## src/rtl/cpu_bus_pkg.sv

```systemverilog
// Shared types and default constants for the CPU bus controller slice.
package cpu_bus_pkg;

  typedef enum logic [1:0] {
    REGION_RAM = 2'd0,
    REGION_ROM = 2'd1,
    REGION_IO  = 2'd2
  } region_t;

  localparam logic [15:0] IO_BASE_DEF  = 16'h8400;
  localparam int          ROM_BITS_DEF = 5;
  localparam int          IO_IDX_W     = 4;

endpackage

```

## src/rtl/cpu_bus_decode.sv

```systemverilog
// Combinational CPU address decode: ROM has priority over the IO window, everything else is RAM.
module cpu_bus_decode
  import cpu_bus_pkg::*;
#(
  parameter int          NUM_IO   = 2,
  parameter logic [15:0] IO_BASE  = IO_BASE_DEF,
  parameter int          ROM_BITS = ROM_BITS_DEF
) (
  input  logic [15:0]         addr,
  output region_t             region,
  output logic [IO_IDX_W-1:0] io_idx
);

  logic        rom_hit;
  logic        io_hit;
  logic [16:0] io_off;

  assign rom_hit = &addr[15 -: ROM_BITS];

  // 17-bit offset: an address below IO_BASE borrows into bit 16 and so never lands in the window
  assign io_off = {1'b0, addr} - {1'b0, IO_BASE};
  assign io_hit = io_off < 17'(NUM_IO);
  assign io_idx = io_off[IO_IDX_W-1:0];

  always_comb begin
    region = REGION_RAM;
    if (rom_hit) begin
      region = REGION_ROM;
    end else if (io_hit) begin
      region = REGION_IO;
    end
  end

endmodule

```

## src/rtl/cpu_bus_ctrl.sv

```systemverilog
// CPU bus controller: divided CPU clock, stretched CPU reset, read-data capture,
// IO output ports and RAM write strobe, all in the clk domain.
module cpu_bus_ctrl
  import cpu_bus_pkg::*;
#(
  parameter int          CPU_DIV_W      = 3,
  parameter int          NUM_IO         = 2,
  parameter logic [15:0] IO_BASE        = IO_BASE_DEF,
  parameter int          ROM_BITS       = ROM_BITS_DEF,
  parameter int          CPU_RST_CYCLES = 4
) (
  input  logic                clk,
  input  logic                reset,
  output logic                cpu_clk,
  output logic                cpu_reset,
  input  logic [15:0]         cpu_addr,
  input  logic [7:0]          cpu_dout,
  input  logic                cpu_we,
  output logic [7:0]          cpu_din,
  input  logic [7:0]          rom_data,
  input  logic [7:0]          ram_data,
  output logic                ram_we,
  output logic                rom_sel,
  output logic [NUM_IO*8-1:0] io_port
);

  localparam logic [CPU_DIV_W-1:0] RISE_AT  = {1'b0, {(CPU_DIV_W-1){1'b1}}};
  localparam logic [7:0]           RST_LAST = 8'(CPU_RST_CYCLES - 1);

  logic [CPU_DIV_W-1:0] div_ctr;
  logic                 rise_evt;
  logic                 fall_evt;
  region_t              region;
  logic [IO_IDX_W-1:0]  io_idx;
  logic [7:0]           io_regs [NUM_IO];
  logic [7:0]           io_rd;
  logic [7:0]           rst_ctr;
  logic                 io_wr;

  cpu_bus_decode #(
    .NUM_IO   (NUM_IO),
    .IO_BASE  (IO_BASE),
    .ROM_BITS (ROM_BITS)
  ) u_decode (
    .addr   (cpu_addr),
    .region (region),
    .io_idx (io_idx)
  );

  assign rise_evt = (div_ctr == RISE_AT);
  assign fall_evt = (div_ctr == '1);
  assign cpu_clk  = div_ctr[CPU_DIV_W-1];
  assign rom_sel  = (region == REGION_ROM);
  assign io_wr    = fall_evt && cpu_we && (region == REGION_IO);

  always_comb begin
    io_rd = '0;
    for (int i = 0; i < NUM_IO; i++) begin
      if (io_idx == IO_IDX_W'(i)) io_rd = io_regs[i];
    end
  end

  always_ff @(posedge clk or posedge reset) begin
    if (reset) begin
      div_ctr <= '0;
    end else begin
      div_ctr <= div_ctr + 1'b1;
    end
  end

  always_ff @(posedge clk or posedge reset) begin
    if (reset) begin
      cpu_din <= '0;
    end else if (rise_evt) begin
      case (region)
        REGION_ROM: cpu_din <= rom_data;
        REGION_IO:  cpu_din <= io_rd;
        default:    cpu_din <= ram_data;
      endcase
    end
  end

  always_ff @(posedge clk or posedge reset) begin
    if (reset) begin
      for (int i = 0; i < NUM_IO; i++) io_regs[i] <= '0;
    end else if (io_wr) begin
      for (int i = 0; i < NUM_IO; i++) begin
        if (io_idx == IO_IDX_W'(i)) io_regs[i] <= cpu_dout;
      end
    end
  end

  // Strobe is registered on the fall edge, so it lasts exactly one clk and clears itself
  always_ff @(posedge clk or posedge reset) begin
    if (reset) begin
      ram_we <= 1'b0;
    end else begin
      ram_we <= fall_evt && cpu_we && (region == REGION_RAM);
    end
  end

  always_ff @(posedge clk or posedge reset) begin
    if (reset) begin
      cpu_reset <= 1'b1;
      rst_ctr   <= '0;
    end else if (cpu_reset && fall_evt) begin
      rst_ctr <= rst_ctr + 1'b1;
      if (rst_ctr == RST_LAST) cpu_reset <= 1'b0;
    end
  end

  for (genvar g = 0; g < NUM_IO; g++) begin : g_io_port
    assign io_port[8*g +: 8] = io_regs[g];
  end

endmodule

```

## config.mk

```make
export PLATFORM = sky130hd
export DESIGN_NAME = cpu_bus_ctrl
export DESIGN_NICKNAME = d
export VERILOG_FILES = /design/src/rtl/cpu_bus_pkg.sv /design/src/rtl/cpu_bus_decode.sv /design/src/rtl/cpu_bus_ctrl.sv
export SDC_FILE = /design/constraint.sdc
export NUM_CORES = 1
export LEC_CHECK = 0
export ABC_AREA = 1
export BUFFER_PORTS_ARGS = -buffer_cell sky130_fd_sc_hd__buf_4
export CAP_MARGIN = 20
export CORE_MARGIN = 5
export CORE_UTILIZATION = 50
export CTS_BUF_LIST = sky130_fd_sc_hd__clkbuf_16
export CTS_CLUSTER_SIZE = 25
export DETAILED_ROUTE_END_ITERATION = 10
export PLACE_DENSITY = 0.79
export SYNTH_ARGS = -nofsm -noshare
export SYNTH_HDL_FRONTEND = slang
export SYNTH_SLANG_ARGS = --single-unit
```

## constraint.sdc

```tcl
create_clock -name clk -period 4.05 [get_ports clk]
set_input_delay 0.6075 -clock clk [delete_from_list [all_inputs] [get_ports clk]]
set_output_delay 0.6075 -clock clk [all_outputs]
set_load 0.02 [all_outputs]
```

==> impl_results.md <==
- Data required, critical path: 4.27 ns
- Met1 WL: 2.25 mm
- Die Ht: 75.7 µm
- Final Hold Fails: 0
- GRT Util Overall: 20.9%
- Max VDD drop: 237 µV
- Mapped Area: 2160 µm²
- Worst-path clk slew: 0.06 ns
- Syn_area_per_cell: 7.64 µm²
- DR WL met3: 505 µm
- Met2 wire length: 2.64 mm
- Clock period minus worst slack: 1.86 ns
- Via count: 2077
- Number of inserted diodes: 0
- I/O pins: 71
- DR DRC count: 0
- LEAKAGE: 1.61 nW
- Row Count: 23
- Core area: 4090 µm²
- Die area: 5730 µm²
- Drt initial violations: 152
- Slew Limit Fails: 0
- CTS buffer count: 5
- Cell area after layout: 2880 µm²
- Clk buf depth: 2
- Status: finished clean
- Clock Latency Late Sink: 0.28 ns
- Fraction of layout cells with a size suffix above 1: 26.7%
- Worst Reg-to-Reg Cells: 7
- Mapped Nets: 330
- Max FO, Critical Path: 18
- Utilization after layout: 70.5%
- Unrepaired setup endpoints after global routing: false
- Routed wire length: 5.48 mm
- Die span in x: 75.7 µm
- Fill cells: 367
- Fin crit share: 45.9%
- Setup_tns: 0 ns
- Final HPWL DP: 4.32 mm
- DRT antenna net count: 0
- Clk root buf: clkbuf_16
- GPL Wtd Cong: 0.864
- Fmax: 538 MHz
- Area after DPL: 2710 µm²
- Seq/Total Area, Yosys: 43.0%
- Min-Delay Path Class: flip-flop to flip-flop
- Detailed-route wire length per cell: 13.5 µm
- TritonRoute pass-1 iters: 4
- First-pass GRT wire length: 9.12 mm
- Worst Skew: 0.00226 ns
- Endpoints failing setup: 0
- Max-slew headroom: 64.7%
- Syn Inst Count: 282
- Pwr Density: 315 nW/µm²
- Max_cap viols: 0
- Hold-fix buffers, CTS: 0
- Resize count post-CTS: 0
- Buffers on Ports: 70
- Initial antenna violation count: 0
- CP Capture Type: flip-flop
- Setup Crit Path Kind: flip-flop to flip-flop
- Post-CTS Setup Inserts: 0
- # H-tree levels: 2
- Synthesis-to-finish area growth: 33.5%
- Synth cell types: 28
- Starting density of the core: 52.8%
- Pin count of the biggest net entering global routing: 38
- Grt ovf: 0
- Highest routed layer: met4
- Critical path data arrival time: 2.08 ns
- Via density: 5.12
- Post-synthesis register bit count: 37
- Number of global-route vias before repair: 2031
- Fin Hold WS: 0.419 ns
- Nets@finish: 403
- CP startpoint kind: flip-flop
- CTS tree: done
- Yosys warning total: 0
- Worst slew pin tran: 0.526 ns
- Hold depth: 1
- Clock sink total: 37
==> synth_stat cells <==
| cell type | instances | area share (%) |
|---|---|---|
| a21boi_0 | 4 | 1.4 |
| a41oi_1 | 1 | 0.41 |
| and3_1 | 1 | 0.29 |
| buf_1 | 1 | 0.17 |
| buf_2 | 1 | 0.23 |
| buf_6 | 1 | 0.52 |
| buf_8 | 1 | 0.70 |
| clkbuf_1 | 1 | 0.17 |
| clkinv_1 | 1 | 0.17 |
| dfrtp_1 | 36 | 42 |
| dfstp_2 | 1 | 1.2 |
| ha_1 | 5 | 2.9 |
| inv_1 | 38 | 6.6 |
| inv_2 | 2 | 0.35 |
| inv_6 | 1 | 0.41 |
| mux2_2 | 1 | 0.52 |
| nand2_1 | 87 | 15 |
| nand2_2 | 2 | 0.58 |
| nand3_1 | 30 | 7.0 |
| nand3_4 | 3 | 2.4 |
| nand4_1 | 16 | 4.6 |
| nor2_1 | 33 | 5.7 |
| nor2_2 | 2 | 0.58 |
| nor2_4 | 3 | 1.6 |
| nor3_1 | 1 | 0.23 |
| nor3_4 | 2 | 1.5 |
| nor4_1 | 1 | 0.29 |
| xor2_1 | 6 | 2.4 |
==> stage by stage <==
step                      instances  total power, W  setup WS, ns
after global placement          398        0.000476          2.03
after global routing            406        0.000941          2.01
after detailed placement        398        0.000478          1.98
final                           406        0.000907          2.19
after floorplan                 282        0.000426          2.26
after CTS                       406        0.000914          2.19
==> report_power, final <==
group / total, W / switching [W] / internal [W]
clock network: 0.000437 / 0.000149 / 0.000288
logic: 0.0000931 / 0.0000495 / 0.0000436
registers: 0.000377 / 0.00000259 / 0.000375
==> sequential cells by signal (all words and copies together), names as in the netlist <==
name / count
rst_ctr: 8
io_port: 16
cpu_reset: 1
div_ctr: 3
cpu_din: 8
ram_we: 1
==> worst max-delay path: stages, from the launching register on <==
cell and delay, ns:
dfrtp_1 0.37, ha_1 0.22, ha_1 0.21, nand2_1 0.10, clkinv_1 0.44, nand3_4 0.31, nand2_1 0.08, nand2_1 0.06
==> worst paths after layout <==
path                       startpoint         end  slack (ns)
setup reg to reg           div_ctr[0]  io_port[9]        2.19
max in group asynchronous       reset   cpu_reset        3.27
hold reg to reg            div_ctr[0]  div_ctr[0]        0.42
hold / removal             div_ctr[0]  div_ctr[0]        0.42
setup / recovery           div_ctr[0]  io_port[9]        2.19
min in group asynchronous       reset      ram_we        0.44
==> cells in the final DEF, fill, tap and decap left out, drive strengths merged <==
master / netlist / routed
clkinvlp: 0 / 1
nand2: 89 / 89
nand3: 33 / 33
bufinv: 0 / 1
dfrtp: 36 / 36
nor3: 3 / 3
xor2: 6 / 6
a21boi: 4 / 4
clkinv: 1 / 2
nand4: 16 / 16
buf: 4 / 71
a41oi: 1 / 1
and3: 1 / 1
nor4: 1 / 1
inv: 41 / 41
clkbuf: 1 / 5
nor2: 38 / 38
mux2: 1 / 1
dfstp: 1 / 1
ha: 5 / 5
==> cell type report <==
type                    count  area (µm²)  area share (%)
inverters                  42         163            5.65
repair buffers             71         533            18.5
clock buffers               5         125            4.35
well taps                  50        62.6            2.17
clock inverters             3        41.3            1.43
flip-flops and latches     37         927            32.2
multi-input cells         198        1030            35.7
==> kinds of logic after synthesis <==
family | count (synthesis) | share of synthesized area (%)
and+or+nand+nor | 181 | 40.0
buffers and inverters | 47 | 9.34
DFF | 37 | 43.0
xor gates and xnor gates | 6 | 2.44
AOI/OAI and AO/OA | 5 | 1.80
adders and majority gates | 5 | 2.90
muxes | 1 | 0.522
==> layer usage <==
layer | track usage [%] | vias to the layer above
met5 | 0 | -
met4 | 6.60 | 0
met3 | 4.09 | 8
met2 | 34.3 | 85
met1 | 27.9 | 942
li1 | - | 1042
No activity file was read; power rests on OpenSTA's default activity.
